<file path="src/rtl/membank_copy_initiator.sv">
// Word-by-word memory copy engine: reads a source word, writes it to the destination,
// repeats for cmd_len words with at most one bank request in flight.
module membank_copy_initiator #(
  parameter int noLanes  = 32,
  parameter int laneSize = 8
) (
  input  logic                          clk,
  input  logic                          reset,
  input  logic                          cmd_start,
  input  logic [21:0]                   cmd_src,
  input  logic [21:0]                   cmd_dst,
  input  logic [15:0]                   cmd_len,
  output logic                          busy,
  output logic                          done,
  output logic                          err_spurious,
  output logic                          mem_opreq,
  input  logic                          mem_oprdy,
  output logic                          mem_rwbar,
  output logic [21:0]                   mem_wordAddr_in,
  output logic [noLanes*laneSize-1:0]   mem_wdata_in,
  output logic [noLanes-1:0]            mem_lanes_in,
  input  logic                          mem_ack,
  input  logic [noLanes*laneSize-1:0]   mem_rdata
);

  localparam int W = noLanes * laneSize;

  typedef enum logic [2:0] {
    IDLE    = 3'd0,
    RD_REQ  = 3'd1,
    RD_WAIT = 3'd2,
    WR_REQ  = 3'd3,
    WR_WAIT = 3'd4,
    DONE    = 3'd5
  } state_t;

  state_t               state_q, state_d;
  logic [21:0]          src_q, src_d;
  logic [21:0]          dst_q, dst_d;
  logic [15:0]          len_q, len_d;
  logic [W-1:0]         data_q, data_d;
  logic                 busy_q, busy_d;
  logic                 done_q, done_d;
  logic                 err_q, err_d;
  logic                 opreq_q, opreq_d;
  logic                 rwbar_q, rwbar_d;
  logic [21:0]          addr_q, addr_d;
  logic [W-1:0]         wdata_q, wdata_d;
  logic [noLanes-1:0]   lanes_q, lanes_d;
  logic                 accept_s;

  assign accept_s = opreq_q & mem_oprdy;

  // Next-state, datapath and registered-output computation
  always_comb begin
    state_d = state_q;
    src_d   = src_q;
    dst_d   = dst_q;
    len_d   = len_q;
    data_d  = data_q;
    err_d   = err_q;

    case (state_q)
      IDLE: begin
        if (cmd_start) begin
          err_d = 1'b0;
          if (cmd_len != 16'd0) begin
            src_d   = cmd_src;
            dst_d   = cmd_dst;
            len_d   = cmd_len;
            state_d = RD_REQ;
          end else begin
            state_d = DONE;
          end
        end else begin
          state_d = IDLE;
        end
      end
      RD_REQ: begin
        if (accept_s) state_d = RD_WAIT;
        else          state_d = RD_REQ;
      end
      RD_WAIT: begin
        if (mem_ack) begin
          data_d  = mem_rdata;
          state_d = WR_REQ;
        end else begin
          state_d = RD_WAIT;
        end
      end
      WR_REQ: begin
        if (accept_s) state_d = WR_WAIT;
        else          state_d = WR_REQ;
      end
      WR_WAIT: begin
        if (mem_ack) begin
          src_d   = src_q + 22'd1;
          dst_d   = dst_q + 22'd1;
          len_d   = len_q - 16'd1;
          state_d = (len_q == 16'd1) ? DONE : RD_REQ;
        end else begin
          state_d = WR_WAIT;
        end
      end
      DONE: begin
        state_d = IDLE;
      end
      default: begin
        state_d = IDLE;
      end
    endcase

    // An ack with nothing outstanding is flagged; this wins over a same-cycle clear
    if (mem_ack && (state_q != RD_WAIT) && (state_q != WR_WAIT)) begin
      err_d = 1'b1;
    end else begin
      err_d = err_d;
    end

    busy_d  = (state_d == RD_REQ) || (state_d == RD_WAIT) ||
              (state_d == WR_REQ) || (state_d == WR_WAIT);
    done_d  = (state_d == DONE);
    opreq_d = (state_d == RD_REQ) || (state_d == WR_REQ);
    rwbar_d = (state_d != WR_REQ);
    wdata_d = data_d;
    lanes_d = (state_d == WR_REQ) ? {noLanes{1'b1}} : {noLanes{1'b0}};

    case (state_d)
      RD_REQ:  addr_d = src_d;
      WR_REQ:  addr_d = dst_d;
      default: addr_d = addr_q;
    endcase
  end

  // State and output registers
  always_ff @(posedge clk or negedge reset) begin
    if (!reset) begin
      state_q <= IDLE;
      src_q   <= 22'd0;
      dst_q   <= 22'd0;
      len_q   <= 16'd0;
      data_q  <= {W{1'b0}};
      busy_q  <= 1'b0;
      done_q  <= 1'b0;
      err_q   <= 1'b0;
      opreq_q <= 1'b0;
      rwbar_q <= 1'b1;
      addr_q  <= 22'd0;
      wdata_q <= {W{1'b0}};
      lanes_q <= {noLanes{1'b0}};
    end else begin
      state_q <= state_d;
      src_q   <= src_d;
      dst_q   <= dst_d;
      len_q   <= len_d;
      data_q  <= data_d;
      busy_q  <= busy_d;
      done_q  <= done_d;
      err_q   <= err_d;
      opreq_q <= opreq_d;
      rwbar_q <= rwbar_d;
      addr_q  <= addr_d;
      wdata_q <= wdata_d;
      lanes_q <= lanes_d;
    end
  end

  assign busy            = busy_q;
  assign done            = done_q;
  assign err_spurious    = err_q;
  assign mem_opreq       = opreq_q;
  assign mem_rwbar       = rwbar_q;
  assign mem_wordAddr_in = addr_q;
  assign mem_wdata_in    = wdata_q;
  assign mem_lanes_in    = lanes_q;

endmodule

</file>
<file path="config.mk">
export PLATFORM = sky130hd
export DESIGN_NAME = membank_copy_initiator
export DESIGN_NICKNAME = d
export VERILOG_FILES = /design/src/rtl/membank_copy_initiator.sv
export SDC_FILE = /design/constraint.sdc
export NUM_CORES = 1
export LEC_CHECK = 0
export BUFFER_PORTS_ARGS = -buffer_cell sky130_fd_sc_hd__buf_2
export CAP_MARGIN = 20
export CELL_PAD_IN_SITES_DETAIL_PLACEMENT = 0
export CELL_PAD_IN_SITES_GLOBAL_PLACEMENT = 1
export CORE_AREA = 2 2 245 247
export CTS_BUF_LIST = sky130_fd_sc_hd__clkbuf_8
export DETAILED_ROUTE_END_ITERATION = 10
export DIE_AREA = 0 0 247 249
export PLACE_DENSITY = 0.56
export SYNTH_ARGS = -nofsm -noshare
export SYNTH_HDL_FRONTEND = slang
export SYNTH_SLANG_ARGS = --single-unit
export TNS_END_PERCENT = 20
</file>
<file path="constraint.sdc">
create_clock -name clk -period 4.7 [get_ports clk]
set_input_delay 0.235 -clock clk [delete_from_list [all_inputs] [get_ports clk]]
set_output_delay 0.235 -clock clk [all_outputs]
set_load 0.1 [all_outputs]
</file>
==> key figures <==
Clock network
  • CTS Sinks: 347
  • CTS tree: yes
  • Clk_lat worst skew: 0.65 ns
  • H-tree depth: 3
  • PostCTS Resize Cnt: 0
  • Clk slew on worst S/H paths: 0.07 ns
  • Cts bufs inserted: 69
  • CTS root buf: clkbuf_8
  • Post-CTS setup buffers: 0
  • Clock buffer depth: 3

Final layout
  • Nets: 2428
  • FF/Latch Area: 8685 µm²
  • FILL cells: 5717
  • Multi-input combinational cell area: 5690 µm²
  • Fraction of layout cells with a size suffix above 1: 47.98%
  • Area Growth Syn to Fin: 55.73%

Placed design
  • Post-DP HPWL: 42840 µm
  • PortBufs: 635
  • Dpl ws: 1.580 ns
  • GP Congestion: 0.8633

Timing
  • Final hold vios: 0
  • Final min period: 2.997 ns
  • Final Max Slew Viols: 0
  • Setup TNS: 0 ns
  • Worst clock skew: 0.03551 ns
  • Slew Limit Headroom: 23.07%
  • Worst setup margin: 1.703 ns
  • Final setup vio count: 0
  • Max Fclk: 333.6 MHz
  • Fin crit share: 63.77%
  • RSZ-0062 raised after global routing: false
  • Worst-margin pin slew: 1.145 ns

GRT
  • Met3 usage: 5.128%
  • Number of global-route vias before repair: 14450
  • M2 GR Usage: 33.35%
  • Gr ovfl total: 0
  • Met1 Use GR: 21.63%
  • Largest net degree at the start of global routing: 139
  • Initial antenna violation count: 5
  • First-pass GRT wire length: 88780 µm
  • GRT Util Overall: 18.89%
  • Most crowded layer after global routing: met2

Floorplanning
  • Starting Density: 25.47%
  • Site Rows: 89
  • Die Y: 249 µm
  • Die width: 247 µm
  • Std-Cell Core Area: 58690 µm²
  • Die ar.: 61500 µm²
  • # IOs: 636

Synthesis
  • Mux contribution to synthesized area: 20.03%
  • Synthesized flop and latch total: 347
  • Largest family of logic cells by synthesized area: multiplexers
  • Top FF cell, synth: dfrtp_1
  • Complex-gate fraction of the synthesized area: 9.117%
  • Synth Area in Adders: 0.3349%
  • Yosys warns: 0
  • Sequential area share after synthesis: 58.11%
  • Yosys top cell by area: dfrtp_1
  • Synthesized area: 14950 µm²
  • Asr flop ratio synth: 100.0%
  • Top cells by area, synth: dfrtp_1 58%, mux2_2 19%, buf_4 1.7%
  • Syn_area_per_cell: 12.83 µm²
  • Cell variety after synth: 74
  • Synth Net Count: 1490
  • Post-synth top area share: 57.93%
  • XOR/XNOR share of the synthesized area: 0.1172%
  • Area share of and/or/nand/nor cells after synthesis: 8.439%
  • EDFF count, synth: 0
  • Post-Synthesis Cells: 1165

Run status
  • Status: finished, final reports clean

Drt
  • DR iter-0 viols: 723
  • DR DRC count: 0
  • Overall routed net length: 59030 µm
  • Vias/cell: 4.605
  • Drt first pass iters: 5
  • Routed length per placed instance: 20.15 µm
  • Via count: 13490
  • Detail Route Antenna Nets: 0

Setup path
  • Req. time, crit path: 5.22 ns
  • Critical path startpoint category: flop
  • Critical Path Fanout Max: 19
  • Setup crit end kind: flop
  • Worst EP arrival: 3.52 ns
  • Crit Path Class: flop to flop

Min path
  • Class of the worst hold path: input port to flop

Run
  • Max-cap violations: 0
path summary, 6_finish.rpt:
| check | from | cells past startpoint | slack (ns) | to |
|---|---|---|---|---|
| worst max-delay path | state_q[2]$_DFF_PN0_ | 6 | 1.70 | mem_wordAddr_in[1]$_DFFE_PN0P_ |
| worst min-delay path | cmd_len[2] | 3 | 0.07 | len_q[2]$_DFFE_PN0P_ |
| worst max register to register | state_q[2]$_DFF_PN0_ | 6 | 1.70 | mem_wordAddr_in[1]$_DFFE_PN0P_ |
| worst min register to register | mem_wdata_in[180]$_DFFE_PN0P_ | 1 | 0.50 | mem_wdata_in[180]$_DFFE_PN0P_ |
| max in group asynchronous | reset | 3 | 3.37 | mem_wdata_in[1]$_DFFE_PN0P_ |
| min in group asynchronous | reset | 2 | 0.16 | len_q[6]$_DFFE_PN0P_ |
critical path: stages, from the launching register on:
cell and delay (ns):
dfrtp_1 0.79, inv_1 0.31, nor3_1 0.98, a21oi_4 0.25, nand2_1 0.15, nand2_1 0.07
a221o_1 0.31
flip-flops by register name, summed over array words and instances, names as in the netlist:
signal and flops:
mem_wdata_in 256, dst_q 22, mem_wordAddr_in 22, src_q 22
len_q 16, state_q 3, busy 1, done 1
err_spurious 1, mem_lanes_in 1, mem_opreq 1, mem_rwbar 1
metrics by stage:
step | utilization [%] | instances | hold WS, ns | cell area, µm²
after floorplan | - | 1165 | -0.06059 | 14950
after global placement | 31.94 | 2495 | 0.2496 | 18740
after detailed placement | 31.94 | 2495 | 0.2491 | 18740
after CTS | 39.64 | 2925 | 0.003848 | 23260
after global routing | 39.66 | 2929 | 0.01415 | 23270
final | 39.66 | 2930 | 0.07355 | 23270
what timing repair did:
item,CTS,global route
hold buffers,309,0
endpoints found under the setup margin,0,0
endpoints found under the hold margin,382,0
routing by layer:
layer | share of wire (%) | routed length [µm] | vias up
met4 | 3.3 | 1919 | 4
met5 | 0.036 | 21 | -
met3 | 6.5 | 3840 | 119
met1 | 39 | 22960 | 6707
met2 | 51 | 30290 | 522
li1 | - | - | 6142
synth_stat cells (8+ instances only):
library cell and instances:
a21oi_1 44, a221o_1 20, a22oi_1 8, and3_1 11, buf_2 10, buf_4 34
clkbuf_1 42, dfrtp_1 346, inv_1 17, mux2_2 257, mux2i_1 10, nand2_1 51
nand3_1 40, nand4_1 18, nor2_1 64, nor3_1 18, nor4_1 11, o21ai_0 29
o22ai_1 19
final cells by class:
class,instances,area share (%)
inverters,17,0.2742
multi-input cells,710,24.45
diodes,4,0.04301
repair buffers,958,27.64
well taps,773,4.155
clock buffers,87,5.145
flip-flops and latches,347,37.31
clock inverters,34,0.9784
kinds of logic after synthesis:
group	after synthesis
compound gates	187
xor+xnor	2
fa+ha+maj	4
buf+inv	108
flops	347
mux	267
simple gates	250
cells in the final DEF (no fill, tap or decap), drive strengths merged, types with 5 or more instances in the layout:
cell	instances
clkbuf	88
nand4	18
dfrtp	346
o22a	7
nor4	12
a221o	20
o211ai	6
nor3	18
mux2	257
dlygate4sd3	309
o32a	5
inv	43
buf	648
nor2	66
a22oi	10
and3	11
a21oi	45
and2	9
nand3	40
mux2i	10
a31oi	7
o21ai	30
a211oi	6
o2bb2ai	5
nand2	51
o22ai	19
Power is left out: the tool's default activity adds up to more than one toggle a clock period on the data nets, which glitch-free logic cannot reach.
